`config.mk`:
```
export PLATFORM = sky130hd
export DESIGN_NAME = load_store_unit
export DESIGN_NICKNAME = d
export VERILOG_FILES = /design/src/rtl/core_pkg.sv /design/src/rtl/lsu_load_align.sv /design/src/rtl/load_store_unit.sv
export SDC_FILE = /design/constraint.sdc
export NUM_CORES = 1
export LEC_CHECK = 0
export CAP_MARGIN = 20
export CORE_AREA = 2 2 95 143
export CTS_CLUSTER_DIAMETER = 150
export DETAILED_ROUTE_END_ITERATION = 8
export DIE_AREA = 0 0 97 145
export PLACE_DENSITY = 0.79
export SLEW_MARGIN = 0
export SYNTH_ARGS = -nofsm -noshare
export SYNTH_HDL_FRONTEND = slang
export SYNTH_HIERARCHICAL = 1
export SYNTH_SLANG_ARGS = --single-unit
```
`constraint.sdc`:
```
create_clock -name clk_in -period 2.4 [get_ports clk_in]
set_clock_uncertainty 0.2 [all_clocks]
set_input_delay 0.48 -clock clk_in [delete_from_list [all_inputs] [get_ports clk_in]]
set_output_delay 0.48 -clock clk_in [all_outputs]
set_load 0.05 [all_outputs]
```
`src/rtl/core_pkg.sv`:
```
`default_nettype none
// ============================================================================
//  Module   : core_pkg
//  Purpose  : Shared RV32 core definitions: load/store funct3 codes, LSU
//             FSM states and access-size helpers.
//  Revision : 1.0  initial release
// ============================================================================
package core_pkg;

   // RV32I load/store width and sign codes
   localparam logic [2:0] F3_B  = 3'b000;
   localparam logic [2:0] F3_H  = 3'b001;
   localparam logic [2:0] F3_W  = 3'b010;
   localparam logic [2:0] F3_BU = 3'b100;
   localparam logic [2:0] F3_HU = 3'b101;

   // Access size encoding
   localparam logic [1:0] SZ_B = 2'd0;
   localparam logic [1:0] SZ_H = 2'd1;
   localparam logic [1:0] SZ_W = 2'd2;

   typedef enum logic [1:0] {
      IDLE = 2'd0,
      REQ  = 2'd1,
      RESP = 2'd2
   } lsu_state_t;

   // Unsigned codes only exist for loads; every unlisted code is a word access.
   function automatic logic [1:0] access_size(input logic we, input logic [2:0] f3);
      if (f3 == F3_B || (!we && f3 == F3_BU))
         return SZ_B;
      else if (f3 == F3_H || (!we && f3 == F3_HU))
         return SZ_H;
      else
         return SZ_W;
   endfunction

   function automatic logic is_misaligned(input logic [1:0] size, input logic [1:0] off);
      case (size)
         SZ_H:    return off[0];
         SZ_W:    return (off != 2'b00);
         default: return 1'b0;
      endcase
   endfunction

endpackage
`default_nettype wire

```
`src/rtl/lsu_load_align.sv`:
```
`default_nettype none
// ============================================================================
//  Module   : lsu_load_align
//  Purpose  : Selects the byte/halfword addressed within a read word and
//             sign- or zero-extends it according to funct3.
//  Revision : 1.0  initial release
// ============================================================================
module lsu_load_align
   import core_pkg::*;
(
   input  logic [31:0] rdata_i,
   input  logic [1:0]  off_i,
   input  logic [2:0]  funct3_i,
   output logic [31:0] data_o
);

   logic [7:0]  sel_byte;
   logic [15:0] sel_half;

   // Lane select followed by extension
   always_comb begin
      sel_byte = rdata_i[{off_i, 3'b000} +: 8];
      sel_half = off_i[1] ? rdata_i[31:16] : rdata_i[15:0];
      case (funct3_i)
         F3_B:    data_o = {{24{sel_byte[7]}}, sel_byte};
         F3_BU:   data_o = {24'h0, sel_byte};
         F3_H:    data_o = {{16{sel_half[15]}}, sel_half};
         F3_HU:   data_o = {16'h0, sel_half};
         default: data_o = rdata_i;
      endcase
   end

endmodule
`default_nettype wire

```
`src/rtl/load_store_unit.sv`:
```
`default_nettype none
// ============================================================================
//  Module   : load_store_unit
//  Purpose  : RV32 memory-access stage. Single-outstanding request/response
//             data bus, store lane alignment, load extraction/extension and
//             pipeline stall generation.
//  Revision : 1.0  initial release
// ============================================================================
module load_store_unit
   import core_pkg::*;
#(
   parameter int XLEN = 32
) (
   input  logic            clk_in,
   input  logic            rst_n_in,
   input  logic            mem_op_valid_in,
   input  logic            mem_we_in,
   input  logic [2:0]      funct3_in,
   input  logic [XLEN-1:0] addr_in,
   input  logic [XLEN-1:0] store_data_in,
   input  logic            flush_in,
   output logic            dbus_req_o,
   output logic            dbus_we_o,
   output logic [XLEN-1:0] dbus_addr_o,
   output logic [XLEN-1:0] dbus_wdata_o,
   output logic [3:0]      dbus_wstrb_o,
   input  logic            dbus_gnt_in,
   input  logic            dbus_rvalid_in,
   input  logic [XLEN-1:0] dbus_rdata_in,
   output logic [XLEN-1:0] load_output_o,
   output logic            lsu_busy_o,
   output logic            lsu_done_o,
   output logic            misaligned_o
);

   lsu_state_t      state_q;
   logic            req_q, we_q, done_q, mis_q, drop_q;
   logic [XLEN-1:0] addr_q, wdata_q, load_q;
   logic [3:0]      wstrb_q;
   logic [2:0]      funct3_q;
   logic [1:0]      off_q;

   logic [1:0]      acc_size;
   logic            acc_misaligned;
   logic [XLEN-1:0] st_wdata;
   logic [3:0]      st_wstrb;
   logic [XLEN-1:0] ld_aligned;

   // Decode the presented access and place store data on its byte lanes
   always_comb begin
      acc_size       = access_size(mem_we_in, funct3_in);
      acc_misaligned = is_misaligned(acc_size, addr_in[1:0]);
      st_wdata       = store_data_in;
      st_wstrb       = 4'b1111;
      case (acc_size)
         SZ_B: begin
            st_wdata = {4{store_data_in[7:0]}};
            st_wstrb = 4'b0001 << addr_in[1:0];
         end
         SZ_H: begin
            st_wdata = {2{store_data_in[15:0]}};
            st_wstrb = addr_in[1] ? 4'b1100 : 4'b0011;
         end
         default: ;
      endcase
   end

   // Stall is combinational so the issuing stage holds during the capture cycle
   always_comb begin
      lsu_busy_o = (state_q != IDLE) ||
                   (mem_op_valid_in && !acc_misaligned && !flush_in);
   end

   lsu_load_align u_load_align (
      .rdata_i  (dbus_rdata_in),
      .off_i    (off_q),
      .funct3_i (funct3_q),
      .data_o   (ld_aligned)
   );

   // Access FSM with registered bus and status outputs
   always_ff @(posedge clk_in or negedge rst_n_in) begin
      if (!rst_n_in) begin
         state_q  <= IDLE;
         req_q    <= 1'b0;
         we_q     <= 1'b0;
         done_q   <= 1'b0;
         mis_q    <= 1'b0;
         drop_q   <= 1'b0;
         addr_q   <= '0;
         wdata_q  <= '0;
         wstrb_q  <= 4'b0000;
         funct3_q <= 3'b000;
         off_q    <= 2'b00;
         load_q   <= '0;
      end else begin
         done_q <= 1'b0;
         mis_q  <= 1'b0;
         case (state_q)
            IDLE: begin
               // A flush in the presentation cycle cancels the op entirely
               if (mem_op_valid_in && !flush_in) begin
                  if (acc_misaligned) begin
                     mis_q <= 1'b1;
                  end else begin
                     addr_q   <= {addr_in[XLEN-1:2], 2'b00};
                     we_q     <= mem_we_in;
                     wdata_q  <= st_wdata;
                     wstrb_q  <= st_wstrb;
                     funct3_q <= funct3_in;
                     off_q    <= addr_in[1:0];
                     drop_q   <= 1'b0;
                     req_q    <= 1'b1;
                     state_q  <= REQ;
                  end
               end
            end
            REQ: begin
               // Grant takes priority over a simultaneous flush
               if (dbus_gnt_in) begin
                  req_q <= 1'b0;
                  if (we_q) begin
                     done_q  <= 1'b1;
                     state_q <= IDLE;
                  end else begin
                     state_q <= RESP;
                  end
               end else if (flush_in) begin
                  req_q   <= 1'b0;
                  state_q <= IDLE;
               end
            end
            RESP: begin
               // The bus response is always consumed; a flush only suppresses it
               if (dbus_rvalid_in) begin
                  if (!(drop_q || flush_in)) begin
                     load_q <= ld_aligned;
                     done_q <= 1'b1;
                  end
                  drop_q  <= 1'b0;
                  state_q <= IDLE;
               end else if (flush_in) begin
                  drop_q <= 1'b1;
               end
            end
            default: state_q <= IDLE;
         endcase
      end
   end

   assign dbus_req_o    = req_q;
   assign dbus_we_o     = we_q;
   assign dbus_addr_o   = addr_q;
   assign dbus_wdata_o  = wdata_q;
   assign dbus_wstrb_o  = wstrb_q;
   assign load_output_o = load_q;
   assign lsu_done_o    = done_q;
   assign misaligned_o  = mis_q;

endmodule
`default_nettype wire

```
; ---- After elaboration in Yosys (flattened, before gate mapping)
; Index checks and enable logic that the tools add are counted.
[op_classes]
reduce_logical = 25
shifts = 2
eq_ne = 15
n_bitwise = 2
mux = 33
[op_table]
columns = op, count
row1 = $pmux 32 s4, 1
row2 = $pmux 32 s2, 1
row3 = $shiftx 32x6->8, 1
row4 = $mux 16, 1
row5 = $mux 2, 8
row6 = $mux 1, 15
row7 = $eq 3x3->1 const B, 4
row8 = $reduce_and 4->1, 3
row9 = $pmux 1 s2, 4
row10 = $pmux 4 s2, 1
row11 = $reduce_bool 2->1, 4
row12 = $eq 3x1->1 const B, 2
row13 = $logic_not 3->1, 2
row14 = $ne 2x2->1 const B, 3
row15 = $ne 3x3->1 const B, 2
row16 = $pmux 2 s3, 1
row17 = $reduce_and 3->1, 2
row18 = $logic_and 1x1->1, 5
row19 = $eq 2x1->1 const B, 2
row20 = $eq 2x2->1 const B, 2
row21 = $logic_not 2->1, 2
row22 = $logic_or 1x1->1, 4
row23 = $mux 4, 1
row24 = $shl 1x2->4 const A, 1
row25 = 2 further kinds, 5
[totals]
input_bits = 106
output_inout_bits = 105
register_bits = 110
wordCells = 89

; ---- Longest topological paths before layout
[depth]
depth_word = 11
ltp_mapped = 8
mapped_depth_nobuf = 6

; ---- By module
; The synthesis kept the hierarchy.
[modules_own_cells]
columns = module, area_each_um2, n_inst, seq_area_each_um2, cells_each
row1 = load_store_unit, 4788.3, 1, 2752.6, 356
row2 = lsu_load_align, 720.7, 1, 0.0, 111

; ---- Worst setup path after synthesis
; Ideal clock, no wire load.
[synth_timing]
kind = input to register
start = in mem_we_in
end = reg req_q, in the netlist dbus_req_o
setup_slack_ns = -0.005
setup_time_ns = 0.118
required_ns = 2.082
stages = 5
n_path_buf = 1
t_arrival_ns = 2.087
path_cell_list = a21o_1 buf_2 a221oi_2 o21ai_0 a21o_1
[synth_between]
elab_chain_len = 9
word_cells_on_any_way = 12
cone_classes = 3 x eq/ne / 3 x mux / 6 x reduce/logical
[synth_lines]
columns = element, line_no
row1 = "start, declared", load_store_unit.sv:17  ; input logic mem_we_in,
row2 = $logic_not 1->1 *, "core_pkg.sv:30, core_pkg.sv:32"
row3 = $logic_and 1x1->1, core_pkg.sv:32  ; else if (f3 == F3_H || (!we && f3 == F3_HU))
row4 = $logic_or 1x1->1, core_pkg.sv:32
row5 = $mux 2, core_pkg.sv:32
row6 = $mux 2 *, core_pkg.sv:30  ; if (f3 == F3_B || (!we && f3 == F3_BU))
row7 = $eq 2x2->1 / $eq 2x1->1 (equally long branches), core_pkg.sv:39  ; case (size)
row8 = $pmux 1 s2 *, core_pkg.sv:39
row9 = $ne 2x2->1 (no line) *, --
row10 = $reduce_and 4->1 (no line) *, --
row11 = "end signal, assigned", load_store_unit.sv:85  ; req_q <= 1'b0;
row12 = "end signal, assigned", load_store_unit.sv:113  ; req_q <= 1'b1;
row13 = "end signal, assigned", load_store_unit.sv:121  ; req_q <= 1'b0;
row14 = "end, declared", load_store_unit.sv:37  ; logic req_q, we_q, done_q, mis_q, drop_q;
; Every way passes the cells marked *; elsewhere a longest branch is shown, timed or not.
; A chain may end at the register's enable or synchronous reset.

; ---- Worst setup path in the final report
[layout_timing]
start = in flush_in
end = out lsu_busy_o
[layout_between]
elab_chain_len = 3
[layout_lines]
columns = element, line_no
row1 = "start, declared", load_store_unit.sv:21  ; input logic flush_in,
row2 = $logic_not 1->1, load_store_unit.sv:71  ; (mem_op_valid_in && !acc_misaligned && !flush_in);
row3 = $logic_and 1x1->1, load_store_unit.sv:71
row4 = $logic_or 1x1->1, load_store_unit.sv:70  ; lsu_busy_o = (state_q != IDLE) ||
row5 = "end, declared", load_store_unit.sv:31  ; output logic lsu_busy_o,
; Every way passes these cells.

==> impl_metrics.prom <==
# TYPE chip_impl_metric gauge
chip_impl_info{name="maxUsedRoutingLayer",value="met4"} 1
chip_impl_metric{name="via_count",unit=""} 4560
chip_impl_metric{name="power.sequential.fraction",unit=""} 0.262
chip_impl_metric{name="core.rowCount",unit=""} 51
chip_impl_metric{name="power_per_cell_area",unit="nW/um^2"} 1510
chip_impl_metric{name="gp_congestion",unit=""} 0.925
chip_impl_info{name="critical-path-slowest-cell",value="sky130_fd_sc_hd__clkdlybuf4s50_1"} 1
chip_impl_metric{name="antenna_cells",unit=""} 0
chip_impl_metric{name="p_leak",unit="nW"} 3.82
chip_impl_metric{name="yosysWarningCount",unit=""} 6
chip_impl_metric{name="drt_iter0_drc",unit=""} 187
chip_impl_metric{name="largest_stage_delay_worst_path",unit="ns"} 0.47
chip_impl_metric{name="highest_clock_rate",unit="GHz"} 0.424
chip_impl_info{name="synth-main-ff-cell",value="sky130_fd_sc_hd__dfrtp_1"} 1
chip_impl_metric{name="die_h",unit="um"} 145
chip_impl_metric{name="power_switching_share",unit=""} 0.472
chip_impl_info{name="most_frequent_cells_in_the_layout",value="sky130_fd_sc_hd__clkdlybuf4s50_1 (202), sky130_fd_sc_hd__dfrtp_1 (110), sky130_fd_sc_hd__mux2_2 (49)"} 1
chip_impl_metric{name="irDropWorstVdd",unit="V"} 0.000676
chip_impl_metric{name="gr-usage-all-layers",unit=""} 0.223
chip_impl_metric{name="slew_violations",unit=""} 0
chip_impl_metric{name="io_pins",unit=""} 211
chip_impl_metric{name="detail_route.first_pass.iterations",unit=""} 5
chip_impl_metric{name="post-route-period-util",unit=""} 0.983
chip_impl_info{name="path_cells",value="clkdlybuf4s50_1 -> nand2b_4 -> a221oi_4 -> buf_12"} 1
chip_impl_info{name="worstSetupStartpointType",value="primary input"} 1
chip_impl_metric{name="overflow",unit=""} 0
chip_impl_metric{name="cts.reportedPaths.clkPinSlew",unit="ns"} 0.07
chip_impl_info{name="grt_setup_unrepaired",value="false"} 1
chip_impl_info{name="critical_path_class",value="in2out"} 1
chip_impl_metric{name="postLayoutCoreUtil",unit=""} 0.650
chip_impl_metric{name="number_of_routed_nets_with_antenna_violations",unit=""} 0
chip_impl_metric{name="critical_path.n_buffers_inverters",unit=""} 2
chip_impl_metric{name="ys_seq_area_frac",unit=""} 0.500
chip_impl_metric{name="worst_slew_pin_slew",unit="ns"} 0.969
chip_impl_metric{name="finalWirelength",unit="um"} 15900
chip_impl_info{name="cp_top_family",value="buffers and inverters"} 1
chip_impl_metric{name="syn_avg_cell_area",unit="um^2"} 11.8
chip_impl_metric{name="first_global_vias",unit=""} 4968
chip_impl_info{name="crit_path_end_kind",value="primary output"} 1
chip_impl_metric{name="dieWidth",unit="um"} 97
chip_impl_metric{name="asyncSetResetFlopFracSynth",unit=""} 1.00
chip_impl_metric{name="clk_path_buf_depth",unit=""} 2
chip_impl_metric{name="hpwlAfterDp",unit="um"} 12300
chip_impl_metric{name="synth-edff-count",unit=""} 0
chip_impl_metric{name="period_minus_slack",unit="ns"} 2.36
chip_impl_metric{name="route.layer.met1.wl",unit="um"} 5700
chip_impl_metric{name="total_switching_power",unit="mW"} 5.94
chip_impl_info{name="cts_root_buf",value="sky130_fd_sc_hd__clkbuf_16"} 1
chip_impl_metric{name="grt_pass1_wl",unit="um"} 25500
chip_impl_metric{name="cts_num_sinks",unit=""} 110
chip_impl_metric{name="areaGrowthSynthToFinish",unit="%"} 51.4
chip_impl_metric{name="cells_after_synth",unit=""} 467
chip_impl_metric{name="synth_cell_types",unit=""} 48
chip_impl_metric{name="slew_headroom",unit=""} 0.347
chip_impl_metric{name="nets",unit=""} 801
chip_impl_metric{name="initial_util",unit=""} 0.430
chip_impl_metric{name="dieArea",unit="um^2"} 14100
chip_impl_metric{name="vias_per_cell",unit=""} 5.33
chip_impl_info{name="outcome",value="finished clean"} 1
chip_impl_metric{name="crit_fanout",unit=""} 4
chip_impl_metric{name="port_buffers",unit=""} 208
chip_impl_info{name="tritoncts_clock_tree",value="yes"} 1
chip_impl_metric{name="grt_antenna_before_repair",unit=""} 0
chip_impl_metric{name="cellInternalPower",unit="mW"} 6.66
chip_impl_metric{name="coreArea",unit="um^2"} 12800
chip_impl_metric{name="cp_data_required_time",unit="ns"} 1.72
chip_impl_info{name="timing.hold.worst.class",value="in2reg"} 1
chip_impl_metric{name="hold_viol_final",unit=""} 0
chip_impl_metric{name="synthesis.area",unit="um^2"} 5510
chip_impl_metric{name="ys_seq_elements",unit=""} 110
chip_impl_metric{name="cts_htree_levels",unit=""} 3
chip_impl_metric{name="pwr-share-comb",unit=""} 0.609
chip_impl_metric{name="detailroute.wirelength.met2",unit="um"} 8530
chip_impl_metric{name="detail_route.drc_violations",unit=""} 0
chip_impl_metric{name="setup_tns",unit="ns"} 0
chip_impl_metric{name="worst_ep_arrival_time",unit="ns"} 1.68
chip_impl_metric{name="fillCellCount",unit=""} 981
chip_impl_metric{name="routed_wire_length_per_instance",unit="um"} 18.5
chip_impl_metric{name="p_total",unit="mW"} 12.6
chip_impl_metric{name="worst_skew_pair.late_latency",unit="ns"} 0.34
chip_impl_info{name="layout_commonest_cell",value="sky130_fd_sc_hd__clkdlybuf4s50_1"} 1
chip_impl_metric{name="cts_buffers",unit=""} 9
chip_impl_metric{name="grt_max_degree",unit=""} 47
chip_impl_metric{name="setup_viol_count_final",unit=""} 0
chip_impl_metric{name="clockPowerShare",unit=""} 0.129
chip_impl_metric{name="routed_wl_met3",unit="um"} 1010
chip_impl_metric{name="share_of_final_layout_standard_cells_stronger_than_drive_strength_1",unit=""} 0.208
chip_impl_metric{name="drv_cap",unit=""} 0
-- per-layer routing --
| layer | global-route usage | vias up |
|---|---|---|
| met5 | 0 | - |
| met4 | 0.103 | 0 |
| met3 | 0.0525 | 38 |
| met2 | 0.409 | 201 |
| met1 | 0.239 | 2219 |
| li1 | - | 2102 |
-- cell usage after synthesis (all sizes together), types with 2 or more instances --
| cell type | instances | area share |
|---|---|---|
| ha | 3 | 0.0068 |
| a221oi | 3 | 0.0091 |
| nor2b | 8 | 0.0091 |
| and3 | 3 | 0.0034 |
| a2bb2oi | 2 | 0.0032 |
| mux2 | 80 | 0.18 |
| a21oi | 29 | 0.027 |
| buf | 23 | 0.030 |
| a221o | 6 | 0.011 |
| o22a | 4 | 0.0064 |
| nand3 | 2 | 0.0018 |
| o2bb2ai | 2 | 0.0032 |
| o221ai | 3 | 0.0048 |
| and2 | 3 | 0.0034 |
| a22oi | 4 | 0.0055 |
| nor3 | 3 | 0.0027 |
| o21ai | 38 | 0.035 |
| nand2 | 36 | 0.025 |
| mux2i | 31 | 0.056 |
| a31oi | 2 | 0.0023 |
| nand3b | 3 | 0.0041 |
| nor2 | 18 | 0.014 |
| dfrtp | 110 | 0.50 |
| a21o | 6 | 0.0082 |
| clkbuf | 8 | 0.0055 |
| inv | 23 | 0.016 |
-- cell type report --
cell class	instances	area (um^2)	share of cell area
repair buffers	244	2440	0.293
inverters	23	86.3	0.0103
flip-flops and latches	110	2750	0.330
clock buffers	9	225	0.0270
multi-input cells	304	2530	0.304
well taps	159	199	0.0238
clock inverters	7	101	0.0121
-- worst reg2reg max path, stage by stage (launching register included) --
cell and delay, ns:
sky130_fd_sc_hd__dfrtp_1 0.47, sky130_fd_sc_hd__mux4_2 0.59, sky130_fd_sc_hd__a221oi_4 0.34, sky130_fd_sc_hd__buf_12 0.18, sky130_fd_sc_hd__a21oi_1 0.05, sky130_fd_sc_hd__mux2_2 0.28
-- sequential cells by signal (all words and copies together), names as in the netlist --
signal         flops
dbus_addr_o       30
dbus_req_o         1
dbus_wdata_o      32
dbus_we_o          1
dbus_wstrb_o       4
drop_q             1
funct3_q           3
load_output_o     32
lsu_done_o         1
misaligned_o       1
off_q              2
state_q            2
-- worst paths after layout --
check / from / endpoint / slack, ns / cells after the start
max in group asynchronous: rst_n_in / dbus_addr_o[4]$_DFFE_PN0P_ / 1.01 / 3
hold / removal: funct3_in[2] / funct3_q[2]$_DFFE_PN0P_ / 0.28 / 2
setup reg to reg: off_q[0]$_DFFE_PN0P_ / load_output_o[31]$_DFFE_PN0P_ / 0.17 / 5
setup / recovery: flush_in / lsu_busy_o / 0.04 / 4
hold reg to reg: dbus_wdata_o[25]$_DFFE_PN0P_ / dbus_wdata_o[25]$_DFFE_PN0P_ / 0.28 / 2
min in group asynchronous: rst_n_in / lsu_done_o$_DFF_PN0_ / 0.41 / 2
-- kinds of logic (layout without fill, tap and decap cells) --
family                     after synthesis  after routing  share of synthesized area
muxes                                  112            112                      0.245
DFF                                    110            110                      0.500
AOI/OAI and AO/OA                      105            105                      0.125
and+or+nand+nor                         81             81                     0.0704
other                                    1              2                   0.000681
buffers and inverters                   54            283                     0.0509
xor gates and xnor gates                 1              1                    0.00159
adders and majority gates                3              3                    0.00681
-- power groups by stage --
stage                     logic, mW  clock network, mW  registers [mW]
after floorplan                2.13                  0            6.09
after global placement         7.47                  0            3.28
after detailed placement       7.64                  0            3.33
after CTS                      7.69               1.67            3.30
after global routing           8.01               1.75            3.41
final                          7.68               1.62            3.30
-- metrics by stage --
stage / cells / instance area, um^2 / worst slack [ns] / hold WS (ns)
6_report: 856 / 8340 / 0.0416 / 0.279
5_1_grt: 856 / 8340 / 0.00245 / 0.288
4_1_cts: 854 / 8320 / 0.0123 / 0.286
3_5_place_dp: 837 / 7970 / -0.278 / 0.218
3_3_place_gp: 837 / 7970 / -0.205 / 0.210
2_1_floorplan: 468 / 5520 / 0.204 / -0.0156
-- timing repair --
action                                 CTS  global route
resized for setup                        4             4
setup buffers                            0             2
setup endpoints to repair                1             1
pin swaps                                1             2
gates cloned                             0             0
hold buffers                             1             0
endpoints found under the hold margin   23             0
Note: power is estimated with default switching activity, not from simulation.
